### src/rtl/aes_pkg.sv
// Shared types and constants for the AES-128 round sequencer.
// State encoding, AddRoundKey source select codes and round-index width.
package aes_pkg;

    localparam int AES128_NR = 10;
    localparam int RIDX_W    = 4;

    typedef enum logic [2:0] {
        IDLE,
        ARK0,
        SB,
        SR,
        MC,
        ARK,
        FIN
    } state_t;

    localparam logic [1:0] ARK_SEL_PT = 2'd0;
    localparam logic [1:0] ARK_SEL_MC = 2'd1;
    localparam logic [1:0] ARK_SEL_SR = 2'd2;

endpackage

### src/rtl/stage_handshake.sv
// One-cycle enable pulse then wait for the stage's valid, with timeout.
// Latency: pulse the cycle after arm; fire/expired are combinational in WAIT.
module stage_handshake #(
    parameter int TMO = 15
) (
    input  logic clk,
    input  logic rst,
    input  logic arm,
    input  logic clear,
    input  logic valid,
    output logic issue,
    output logic fire,
    output logic expired
);

    localparam int CW = $clog2(TMO + 1);

    logic          wait_q;
    logic [CW-1:0] cnt_q;

    // Counter reads 1 in the first WAIT cycle; the last acceptable WAIT cycle is TMO-1,
    // so an abandoned stage reports err exactly TMO cycles after its pulse.
    assign fire    = wait_q & valid;
    assign expired = wait_q & ~valid & (cnt_q >= CW'(TMO - 1));

    always_ff @(posedge clk or posedge rst) begin
        if (rst) begin
            issue  <= 1'b0;
            wait_q <= 1'b0;
            cnt_q  <= '0;
        end else if (clear) begin
            issue  <= 1'b0;
            wait_q <= 1'b0;
            cnt_q  <= '0;
        end else if (arm) begin
            issue  <= 1'b1;
            wait_q <= 1'b0;
            cnt_q  <= '0;
        end else if (issue) begin
            issue  <= 1'b0;
            wait_q <= 1'b1;
            cnt_q  <= CW'(1);
        end else if (wait_q) begin
            if (valid || expired) begin
                wait_q <= 1'b0;
                cnt_q  <= '0;
            end else begin
                cnt_q <= cnt_q + 1'b1;
            end
        end
    end

endmodule

### src/rtl/aes_round_sequencer.sv
// AES-128 encryption control FSM: ARK0, NR-1 full rounds, final round without MixColumns.
// Latency 2 cycles per stage with 1-cycle units (81 for NR=10); stalls on each stage's valid.
module aes_round_sequencer
    import aes_pkg::*;
#(
    parameter int NR  = AES128_NR,
    parameter int TMO = 15
) (
    input  logic              clk,
    input  logic              rst,
    input  logic              start,
    input  logic              abort,
    output logic              ready,
    output logic              busy,
    output logic              done,
    output logic              err,
    output logic [RIDX_W-1:0] round_idx,
    output logic [1:0]        ark_sel,
    output logic              SubBytesEN,
    output logic              ShiftRowsEN,
    output logic              MixColumnsEN,
    output logic              AddRoundKeyEN,
    input  logic              SubBytesValid,
    input  logic              ShiftRowsValid,
    input  logic              MixColumnsValid,
    input  logic              AddRoundKeyValid
);

    localparam logic [RIDX_W-1:0] NR_L = RIDX_W'(NR);

    state_t            state_q, state_d;
    logic [RIDX_W-1:0] round_q, round_d;
    logic [1:0]        sel_q, sel_d;
    logic              err_q, err_d;
    logic              arm, clear, valid_sel, issue, fire, expired;

    stage_handshake #(.TMO(TMO)) u_hs (
        .clk     (clk),
        .rst     (rst),
        .arm     (arm),
        .clear   (clear),
        .valid   (valid_sel),
        .issue   (issue),
        .fire    (fire),
        .expired (expired)
    );

    always_comb begin
        valid_sel = 1'b0;
        case (state_q)
            ARK0, ARK: valid_sel = AddRoundKeyValid;
            SB:        valid_sel = SubBytesValid;
            SR:        valid_sel = ShiftRowsValid;
            MC:        valid_sel = MixColumnsValid;
            default:   valid_sel = 1'b0;
        endcase
    end

    always_comb begin
        state_d = state_q;
        round_d = round_q;
        sel_d   = sel_q;
        err_d   = 1'b0;
        arm     = 1'b0;
        clear   = 1'b0;
        if (abort) begin
            state_d = IDLE;
            round_d = '0;
            sel_d   = ARK_SEL_PT;
            clear   = 1'b1;
        end else if (state_q == IDLE || state_q == FIN) begin
            // FIN doubles as an idle cycle so a new block can start back-to-back.
            state_d = IDLE;
            round_d = '0;
            sel_d   = ARK_SEL_PT;
            if (start) begin
                state_d = ARK0;
                arm     = 1'b1;
            end
        end else if (expired) begin
            state_d = IDLE;
            round_d = '0;
            sel_d   = ARK_SEL_PT;
            err_d   = 1'b1;
            clear   = 1'b1;
        end else if (fire) begin
            arm = 1'b1;
            case (state_q)
                ARK0: begin
                    state_d = SB;
                    round_d = RIDX_W'(1);
                end
                SB: state_d = SR;
                SR: begin
                    if (round_q < NR_L) begin
                        state_d = MC;
                    end else begin
                        state_d = ARK;
                        sel_d   = ARK_SEL_SR;
                    end
                end
                MC: begin
                    state_d = ARK;
                    sel_d   = ARK_SEL_MC;
                end
                ARK: begin
                    if (round_q < NR_L) begin
                        state_d = SB;
                        round_d = round_q + 1'b1;
                    end else begin
                        state_d = FIN;
                        arm     = 1'b0;
                    end
                end
                default: arm = 1'b0;
            endcase
        end
    end

    always_ff @(posedge clk or posedge rst) begin
        if (rst) begin
            state_q <= IDLE;
            round_q <= '0;
            sel_q   <= ARK_SEL_PT;
            err_q   <= 1'b0;
        end else begin
            state_q <= state_d;
            round_q <= round_d;
            sel_q   <= sel_d;
            err_q   <= err_d;
        end
    end

    assign ready         = (state_q == IDLE) || (state_q == FIN);
    assign busy          = ~ready;
    assign done          = (state_q == FIN);
    assign err           = err_q;
    assign round_idx     = round_q;
    assign ark_sel       = sel_q;
    assign SubBytesEN    = issue && (state_q == SB);
    assign ShiftRowsEN   = issue && (state_q == SR);
    assign MixColumnsEN  = issue && (state_q == MC);
    assign AddRoundKeyEN = issue && (state_q == ARK0 || state_q == ARK);

endmodule

### config.mk
export PLATFORM = sky130hd
export DESIGN_NAME = aes_round_sequencer
export DESIGN_NICKNAME = d
export VERILOG_FILES = /design/src/rtl/aes_pkg.sv /design/src/rtl/stage_handshake.sv /design/src/rtl/aes_round_sequencer.sv
export SDC_FILE = /design/constraint.sdc
export NUM_CORES = 1
export LEC_CHECK = 0
export BUFFER_PORTS_ARGS = -buffer_cell sky130_fd_sc_hd__buf_4
export CAP_MARGIN = 30
export CELL_PAD_IN_SITES_DETAIL_PLACEMENT = 1
export CELL_PAD_IN_SITES_GLOBAL_PLACEMENT = 2
export CORE_MARGIN = 3
export CORE_UTILIZATION = 34
export DETAILED_ROUTE_END_ITERATION = 16
export GPL_TIMING_DRIVEN = 0
export PLACE_DENSITY_LB_ADDON = 0.1
export SYNTH_ARGS = -nofsm -noshare
export SYNTH_HDL_FRONTEND = slang
export SYNTH_HIERARCHICAL = 1
export SYNTH_SLANG_ARGS = --single-unit
### constraint.sdc
create_clock -name clk -period 6.45 [get_ports clk]
set_input_delay 0.9675 -clock clk [delete_from_list [all_inputs] [get_ports clk]]
set_output_delay 0.9675 -clock clk [all_outputs]
set_load 0.05 [all_outputs]
* Yosys cells after proc, flatten, opt, wreduce, memory -nomap -nowiden *
Cells that the tools add are included.

storage, ports and cells
  logic and storage cells = 86
  bits in registers = 16

operators by class
  eq/ne operators = 8
  order comparisons = 2
  bitwise operators = 5
  $add $sub $neg = 2
  reduce and logical (&&, ||, !) cells = 18
  mux-type cells = 44

operator list
  kind                   number
  $mux W4                10
  $mux W1                19
  $mux W3                5
  $pmux W3 S5            1
  $mux W2                5
  $ne A5 B4 Y1 const B   2
  $reduce_bool A5 Y1     2
  $eq A3 B3 Y1 const B   3
  $add A4 B1 Y4 const B  2
  $pmux W4 S2            1
  $reduce_bool A4 Y1     2
  $reduce_bool A8 Y1     1
  $eq A3 B2 Y1 const B   2
  $reduce_and A3 Y1      2
  $ge A4 B4 Y1 const B   1
  $logic_and A1 B1 Y1    4
  $lt A4 B4 Y1 const B   1
  $pmux W1 S4            1
  $pmux W2 S2            1
  $reduce_or A4 Y1       1
  $and A1 B1 Y1          3
  $eq A3 B1 Y1 const B   1
  $logic_not A3 Y1       1
  $logic_or A1 B1 Y1     3
  4 further kinds        5

* Depth between registers and ports, before layout *
Gate-level depths: netlist of the first run.

  word-level depth = 12
  gate-level depth with buffers = 13

* Cells and area by module *
The synthesis of the first run kept the hierarchy.

modules (own cells, without submodules)
  module               area each (µm²)  instances  cells each
  aes_round_sequencer  724.4            1          90
  stage_handshake      344.1            1          35

* Least setup slack after synthesis of the first run *
Ideal clock, no wire load.

  kind = register to output
  from = register state_q[0]
  to = output done
  path buffers = 2
  cell stages (with the launch flop) = 4
  arrival time = 1.874 ns
  path slack = 3.609 ns
  data required time = 5.483 ns
  path through = dfrtp_1 buf_2 buf_2 nor3b_1

on the way
  cells in the longest elaborated chain, start to end = 1

ends and longest elaborated chain
  element                 line                        source
  start, declared         aes_round_sequencer.sv:31   state_t state_q, state_d;
  start signal, assigned  aes_round_sequencer.sv:127  state_q <= state_d;
  $eq A3 B3 Y1            aes_round_sequencer.sv:136  assign done = (state_q == FIN);
  end, declared           aes_round_sequencer.sv:15   output logic done,

No other way between the ends.

* Final worst setup path of the first run *
  from = register state_q[0]
  to = register u_hs.cnt_q[2]

RTL lines
  element                                       line                       source
  $eq A3 B1 Y1 or $eq A3 B3 Y1 (tied branches)  aes_round_sequencer.sv:50  case (state_q)
  $reduce_or A2 Y1                              aes_round_sequencer.sv:50
  $pmux W1 S4 (*)                               aes_round_sequencer.sv:50
  via valid_sel                                 aes_round_sequencer.sv:35  logic arm, clear, valid_sel, issue, fire, expired;
  $and A1 B1 Y1 (*)                             stage_handshake.sv:23      assign fire = wait_q & valid;
  via fire                                      aes_round_sequencer.sv:35
  $mux W1 (*)                                   aes_round_sequencer.sv:86  end else if (fire) begin
  $mux W1 (*)                                   aes_round_sequencer.sv:80  end else if (expired) begin
  $mux W1 (*)                                   aes_round_sequencer.sv:71  end else if (state_q == IDLE || state_q == FIN) begin
  $mux W1 (*)                                   aes_round_sequencer.sv:66  if (abort) begin
  via arm                                       aes_round_sequencer.sv:35
  $mux W4                                       stage_handshake.sv:35      end else if (arm) begin
  $mux W4                                       stage_handshake.sv:31      end else if (clear) begin
  end signal, assigned                          stage_handshake.sv:48      cnt_q <= cnt_q + 1'b1;
  end, declared                                 stage_handshake.sv:19      logic [CW-1:0] cnt_q;

The timed path passes the listed nets; every way through them passes the cells marked *. The select of a mux whose other input is x is not followed.
A chain may end at the register's enable or synchronous reset.

==> out/qor_table.md, run 1 <==
| Parameter | This run | Unit |
|---|---|---|
| Run status | finished clean | - |
| Post-CTS resize count | 0 | - |
| First-pass iteration count of the detailed router | 4 | - |
| Buffers inserted by post-CTS timing repair | 0 | - |
| Total of fill cells in the finished design | 361 | - |
| Via Count | 1013 | - |
| Final hold violations | 0 | - |
| Critical path buffer and inverter count | 3 | - |
| Maximum clock rate | 0.332 | GHz |
| Overall routed net length | 2.99 | mm |
| Dominant delay contributor by cell family on the critical path | compound AO/OA/AOI/OAI gates | - |
| Top-count cell post-synth | sky130_fd_sc_hd__dfrtp_1 | - |
| Antenna cells | 0 | - |
| Number of flops mapped to enable cells by yosys | 0 | - |
| Depth of the worst register-to-register path | 12 | - |
| Die area | 3850 | um2 |
| Final worst-path setup slack | 3440 | ps |
| Worst-case clock buffer depth | 2 | - |
| TritonCTS clock tree | yes | - |
| Cell with the largest stage delay on the worst path | sky130_fd_sc_hd__dfrtp_1 | - |
| Number of clock sinks seen by CTS | 16 | - |
| Antenna violations before repair | 0 | - |
| Number of global-route vias before repair | 1047 | - |
| PD cells | 232 | nW/um2 |
| Path type of the worst setup path | reg -> reg | - |
| Crit-path max cell delay | 420 | ps |
| Number of CTS-inserted buffers | 3 | - |
| Number of instances on the worst hold path | 1 | - |
| Category of the worst setup path launch point | flip-flop | - |
| Routed wire per std cell | 15.6 | um |
| Final HPWL from detailed placement | 2.28 | mm |
| Number of placement rows | 19 | - |
| Count of maximum capacitance violations | 0 | - |
| First-pass GRT wire length | 5.01 | mm |
| Setup violations, final | 0 | - |
| Type of the worst min-delay path | reg -> reg | - |
| Most numerous cell types in the synthesized netlist | 16 x sky130_fd_sc_hd__dfrtp_1, 13 x sky130_fd_sc_hd__nor2_1, 10 x sky130_fd_sc_hd__a21oi_1, 10 x sky130_fd_sc_hd__inv_1 | - |
| Worst hold slack across all endpoints | 571 | ps |
| Final #Nets | 162 | - |
| Syn_area_per_cell | 8.55 | um2 |
| Antenna Nets Post-Route | 0 | - |
| Top flip-flop cell by instance count after synthesis | sky130_fd_sc_hd__dfrtp_1 | - |
| Die Width | 62.1 | um |
| First-iteration detailed-routing DRC count | 61 | - |
| Critical Path, Cell by Cell | buf_2 -> buf_2 -> mux2i_1 -> o22ai_1 -> and2_1 -> clkbuf_1 -> o21ba_2 -> o22ai_1 -> a31oi_1 -> nor2_1 -> or3_1 -> a31oi_1 | - |
| Setup Skew | 2.69 | ps |
| Largest net degree at the start of global routing | 11 | - |
| Max-slew violation count | 0 | - |
| # H-tree levels | 1 | - |
| Slew HR | 65.3 | % |
| Overflow after GRT | 0 | - |
| Die outline height | 62.1 | um |
| Total instance count after detailed placement | 188 | - |
| RSZ-0062 raised after global routing | false | - |
| Cts-stage hold buffer count | 0 | - |
| Maximum fanout encountered on the critical timing path | 10 | - |
| Share of final-layout standard cells stronger than drive strength 1 | 22.1 | % |
| Vias per Instance | 5.30 | - |
| Post-synth net total | 136 | - |
| Number of cells produced by synthesis | 125 | - |
| Area taken by flip-flops and latches | 400 | um2 |
| Endpoint kind of the worst setup timing path | flip-flop | - |
| Period Utilization, post-route | 46.7 | % |
| Boundary pin count | 22 | - |
| Area used by multi-input combinational logic | 607 | um2 |
| Effective utilization at floorplan | 37.1 | % |
| Worst skew pair latency | 280 | ps |
| Stages on worst setup path | 12 | - |
| Post-Place Setup Slack | 3280 | ps |
| Setup TNS Final | 0 | ps |
| FF+latch count, synth | 16 | - |
| CTS Root Cell | sky130_fd_sc_hd__clkbuf_4 | - |
| Final standard cell count with taps included and fillers excluded | 191 | - |
| Worst-margin pin slew | 520 | ps |
| Placer Congestion | 0.800 | - |
| Synth-to-layout area growth | 21.8 | % |
| Min Tclk post-route | 3010 | ps |
| Clk pin slew, worst setup/hold paths | 100 | ps |
| All-Layer GR Usage | 17.4 | % |
| Library cell occupying the most area in the post-synthesis netlist | sky130_fd_sc_hd__dfrtp_1 | - |
| Share of Yosys cell area claimed by the top area cell type | 37.5 | % |
| Port bufs | 21 | - |
| Proportion of register bits with asynchronous set or reset after synthesis | 100 | % |
| Standby leakage power | 0.586 | nW |
| Required time worst endpoint | 6660 | ps |
| Library cells used by synthesis | 41 | - |
| Worst EP arrival | 3220 | ps |
| Ys Warns | 6 | - |
| Core box area | 2880 | um2 |
| Leading post-synthesis cells by cell area | sky130_fd_sc_hd__dfrtp_1 37%, sky130_fd_sc_hd__a21oi_1 4.7%, sky130_fd_sc_hd__nor2_1 4.6% | - |
| DR DRC count | 0 | - |
| Netlist Area Pre-Place | 1070 | um2 |
| Peak supply drop | 0.183 | mV |
| Seq/Total Area, Yosys | 37.5 | % |
[layer usage]
layer	vias up	share of wire, %	global-route usage (%)
met3	2	3.5	2.69
met5	-	0	0
li1	507	-	-
met1	481	53	25.6
met2	23	43	26.5
met4	0	0.57	4.55
[layout make-up]
class                   instances  area share (%)
plain buffers                   5            1.83
clock buffers                   3            1.73
inverters                      10            2.88
multi-input cells              94            46.6
flip-flops and latches         16            30.8
well taps                      42            4.04
repair buffers                 21            12.1
[kinds of logic after synthesis]
logic type,count (synthesis),share of synthesized area [%]
mux,1,0.937
buf+inv,15,5.74
flops,16,37.5
compound gates,35,23.3
fa+ha+maj,3,3.51
simple gates,55,29.0
[cell usage in the layout, fill, tap and decap left out, types with 2 or more instances in the layout]
cell,synthesis,routed
sky130_fd_sc_hd__o21ai_0,3,3
sky130_fd_sc_hd__nand2_1,7,7
sky130_fd_sc_hd__nand3_1,3,3
sky130_fd_sc_hd__nand3b_1,3,3
sky130_fd_sc_hd__a211oi_1,3,3
sky130_fd_sc_hd__a311oi_1,2,2
sky130_fd_sc_hd__inv_1,10,10
sky130_fd_sc_hd__clkbuf_4,0,3
sky130_fd_sc_hd__ha_1,3,3
sky130_fd_sc_hd__a31oi_1,4,4
sky130_fd_sc_hd__dfrtp_1,16,16
sky130_fd_sc_hd__a21oi_1,10,10
sky130_fd_sc_hd__or3_1,3,3
sky130_fd_sc_hd__and3_1,2,2
sky130_fd_sc_hd__nor2b_1,4,4
sky130_fd_sc_hd__nor2_1,13,13
sky130_fd_sc_hd__buf_2,4,4
sky130_fd_sc_hd__o22ai_1,3,3
sky130_fd_sc_hd__buf_4,0,21
sky130_fd_sc_hd__nand2b_1,7,7
sky130_fd_sc_hd__nor3_1,3,3
[path summary, 6_finish.rpt]
| check | start | end | slack [ps] |
|---|---|---|---|
| worst max-delay path | state_q[0] | u_hs/cnt_q[2] | 3440 |
| worst min-delay path | round_idx[0] | round_idx[0] | 570 |
| worst max register to register | state_q[0] | u_hs/cnt_q[2] | 3440 |
| worst min register to register | round_idx[0] | round_idx[0] | 570 |
| max in group asynchronous | rst | state_q[2] | 5500 |
| min in group asynchronous | rst | u_hs/cnt_q[2] | 600 |
[flip-flops by register name (all words and copies together) (netlist names)]
| register | count |
|---|---|
| err | 1 |
| round_idx | 4 |
| ark_sel | 2 |
| u_hs/cnt_q | 4 |
| state_q | 3 |
| u_hs/wait_q | 1 |
| u_hs/issue | 1 |
[stage by stage]
stage                     power [mW]  cell area (um2)  util [%]
after floorplan                0.212             1070         -
after global placement         0.247             1280      44.5
after detailed placement       0.249             1280      44.5
after CTS                      0.303             1300      45.2
after global routing           0.323             1300      45.2
final                          0.302             1300      45.2
[report_power, final]
part | total, mW | switching, mW | internal [mW]
logic | 0.131 | 0.0834 | 0.0479
registers | 0.117 | 0.00996 | 0.107
clock network | 0.0533 | 0.0316 | 0.0217
Power figures use the tool's default switching activity.
==> run 2: changes to the inputs <==
--- a/config.mk
+++ b/config.mk
@@ -5,12 +5,13 @@
 export SDC_FILE = /design/constraint.sdc
 export NUM_CORES = 1
 export LEC_CHECK = 0
+export ABC_AREA = 1
 export BUFFER_PORTS_ARGS = -buffer_cell sky130_fd_sc_hd__buf_4
 export CAP_MARGIN = 30
 export CELL_PAD_IN_SITES_DETAIL_PLACEMENT = 1
 export CELL_PAD_IN_SITES_GLOBAL_PLACEMENT = 2
 export CORE_MARGIN = 3
-export CORE_UTILIZATION = 34
+export CORE_UTILIZATION = 27
 export DETAILED_ROUTE_END_ITERATION = 16
 export GPL_TIMING_DRIVEN = 0
 export PLACE_DENSITY_LB_ADDON = 0.1
==> constraint.sdc (replaced) <==
create_clock -name clk -period 2.49 [get_ports clk]
set_input_delay 0.3735 -clock clk [delete_from_list [all_inputs] [get_ports clk]]
set_output_delay 0.3735 -clock clk [all_outputs]
set_load 0.05 [all_outputs]
==> out/qor_table.md, run 2 <==
| Parameter | This run | Unit |
|---|---|---|
| Run status | finished clean | - |
| Reg2Reg Setup Slack | 220 | ps |
| All-Layer GR Usage | 14.1 | % |
| Leading post-synthesis cells by cell area | sky130_fd_sc_hd__dfrtp_1 32%, sky130_fd_sc_hd__nand2_1 15%, sky130_fd_sc_hd__nand3_1 9.6% | - |
| Slew HR | 70.1 | % |
| Reg2reg start | state_q[0] | - |
| Depth of the worst register-to-register path | 15 | - |
| Number of flops mapped to enable cells by yosys | 0 | - |
| Path type of the worst setup path | reg -> reg | - |
| Worst-margin pin slew | 448 | ps |
| Endpoint kind of the worst setup timing path | flip-flop | - |
| FF-to-FF End | u_hs/cnt_q[2] | - |
| Number of cells produced by synthesis | 176 | - |
| Routed wire per std cell | 14.1 | um |
| Setup violations, final | 0 | - |
| PD cells | 853 | nW/um2 |
| Die area | 5490 | um2 |
| First-pass GRT wire length | 5.87 | mm |
| Worst EP arrival | 2460 | ps |
| Peak supply drop | 0.219 | mV |
| Overflow after GRT | 0 | - |
| Top-count cell post-synth | sky130_fd_sc_hd__nand2_1 | - |
| Commonest cells after routing, fill and taps aside | 49 x sky130_fd_sc_hd__nand2_1, 29 x sky130_fd_sc_hd__inv_1, 24 x sky130_fd_sc_hd__buf_4 | - |
| Worst skew pair latency | 260 | ps |
| First-pass iteration count of the detailed router | 4 | - |
| Maximum clock rate | 0.440 | GHz |
| Share of Yosys cell area claimed by the top area cell type | 32.0 | % |
| Netlist Area Pre-Place | 1250 | um2 |
| Post-synth net total | 187 | - |
| Final core utilization | 35.5 | % |
| Type of the worst min-delay path | in -> async | - |
| Proportion of register bits with asynchronous set or reset after synthesis | 100 | % |
| Library cells used by synthesis | 26 | - |
| First-iteration detailed-routing DRC count | 60 | - |
| DR DRC count | 0 | - |
| RSZ-0062 raised after global routing | false | - |
| Category of the worst setup path launch point | flip-flop | - |
| Most numerous cell types in the synthesized netlist | 49 x sky130_fd_sc_hd__nand2_1, 30 x sky130_fd_sc_hd__inv_1, 24 x sky130_fd_sc_hd__nand3_1 | - |
| Final worst-path setup slack | 217 | ps |
| Seq/Total Area, Yosys | 32.0 | % |
| Antenna violations before repair | 0 | - |
| Final hold violations | 0 | - |
| Standby leakage power | 0.840 | nW |
| Cell area after placement | 1470 | um2 |
| Die Width | 74.1 | um |
| Worst-case clock buffer depth | 2 | - |
| Required time worst endpoint | 2680 | ps |
| Top flip-flop cell by instance count after synthesis | sky130_fd_sc_hd__dfrtp_1 | - |
| Setup TNS Final | 0 | ps |
| Vias per Instance | 4.57 | - |
| Core box area | 4410 | um2 |
| CTS Root Cell | sky130_fd_sc_hd__clkbuf_8 | - |
| Number of global-route vias before repair | 1222 | - |
| Max-slew violation count | 0 | - |
| Library cell occupying the most area in the post-synthesis netlist | sky130_fd_sc_hd__dfrtp_1 | - |
| Setup Skew | 3.89 | ps |
| Number of CTS-inserted buffers | 3 | - |
| Overall routed net length | 3.60 | mm |
| Post-Place Setup Slack | 23.1 | ps |
| Synth-to-layout area growth | 25.3 | % |
| Die outline height | 74.1 | um |
| Final HPWL from detailed placement | 2.94 | mm |
| Syn_area_per_cell | 7.11 | um2 |
| Commonest non-fill, non-tap cell in the layout | sky130_fd_sc_hd__nand2_1 | - |
| Effective utilization at floorplan | 28.3 | % |
| TritonCTS clock tree | yes | - |
| Port bufs | 21 | - |
| Boundary pin count | 22 | - |
| Ys Warns | 6 | - |
| Maximum fanout encountered on the critical timing path | 9 | - |
| Min Tclk post-route | 2270 | ps |
| Antenna cells | 0 | - |
| Final #Nets | 216 | - |
| Count of maximum capacitance violations | 0 | - |
| Largest net degree at the start of global routing | 11 | - |
| Via Count | 1169 | - |
| Clk pin slew, worst setup/hold paths | 70 | ps |
| Number of clock sinks seen by CTS | 16 | - |
| Antenna Nets Post-Route | 0 | - |
| Share of final-layout standard cells stronger than drive strength 1 | 29.9 | % |
| FF+latch count, synth | 16 | - |
| Worst hold slack across all endpoints | 56.3 | ps |
| Placer Congestion | 0.811 | - |
| # H-tree levels | 1 | - |
| Number of placement rows | 24 | - |
| Period Utilization, post-route | 91.3 | % |
| Post-route design area | 1570 | um2 |
## run 2: changes by cell type after synthesis, sizes merged, moves of 5 or more
cell    previous run  this run
nor2b              5         0
nand2b             7         0
inv               10        33
nand3              3        28
a21oi             10         4
nand2              7        56
nor2              13        21
## run 2: worst max-delay path: stages, from the launching register on
cell,delay [ps]
sky130_fd_sc_hd__dfrtp_1,370
sky130_fd_sc_hd__buf_6,140
sky130_fd_sc_hd__nand2_1,120
sky130_fd_sc_hd__inv_1,110
sky130_fd_sc_hd__a32oi_2,190
sky130_fd_sc_hd__nand3_2,140
sky130_fd_sc_hd__nor2_2,130
sky130_fd_sc_hd__nand3_2,100
sky130_fd_sc_hd__inv_2,90
sky130_fd_sc_hd__inv_1,70
sky130_fd_sc_hd__nand3_1,110
sky130_fd_sc_hd__a21boi_1,120
sky130_fd_sc_hd__nor2_4,120
sky130_fd_sc_hd__nand2_1,90
sky130_fd_sc_hd__nand3b_1,160
sky130_fd_sc_hd__a21oi_1,120
## run 2: cells by family after synthesis
family | Yosys count | share of synthesized area (%)
buffers and inverters | 36 | 12.9
adder cells (fa/ha/maj) | 3 | 3.00
flip-flops | 16 | 32.0
AND/OR/NAND/NOR | 109 | 44.1
AO/OA/AOI/OAI | 9 | 5.90
XOR/XNOR | 3 | 2.10
## run 2: metal layers
metal	vias up	routed length, um	global-route usage (%)	part of all wire (%)
li1	600	-	-	-
met1	549	1710	18.1	47
met2	15	1710	23.7	48
met3	5	128	2.57	3.6
met4	0	49	4.83	1.4
met5	-	0	0	0
## run 2: worst max path at each step
stage / endpoint / from / cells after the start / slack, ps
global placement: u_hs/cnt_q[2] / state_q[1] / 15 / 90
global route: u_hs/cnt_q[2] / state_q[0] / 15 / 30
finish: u_hs/cnt_q[2] / state_q[0] / 15 / 220
floorplan: SubBytesEN / state_q[0] / 2 / 70
detailed placement: u_hs/cnt_q[3] / state_q[1] / 16 / 20
CTS: u_hs/cnt_q[3] / state_q[1] / 16 / 60
## run 2: layout make-up
class                      instances  area, um2
fill                             570       2850
multi-input combinational        124        704
sequential                        16        402
timing repair buffer              24        180
inverter                          33        124
tap                               52       65.1
clock buffer                       4       55.1
buffer                             3       37.5
## run 2: through the flow
stage	instances	total power, mW
after global placement	249	1.04
after global routing	256	1.43
final	256	1.34
after CTS	253	1.31
after detailed placement	249	1.05
after floorplan	176	0.874
## run 2: timing repair
action,CTS,global route
buffers inserted,0,3
gates resized for setup,1,5
hold buffers,0,0
pin swaps,0,1
endpoints found under the setup margin,1,4
## run 2: where the power goes
part | leakage (nW) | internal, mW | switching, mW
clock | 0.0288 | 0.141 | 0.107
sequential | 0.219 | 0.290 | 0.0273
combinational | 0.592 | 0.256 | 0.517
total | 0.840 | 0.686 | 0.651
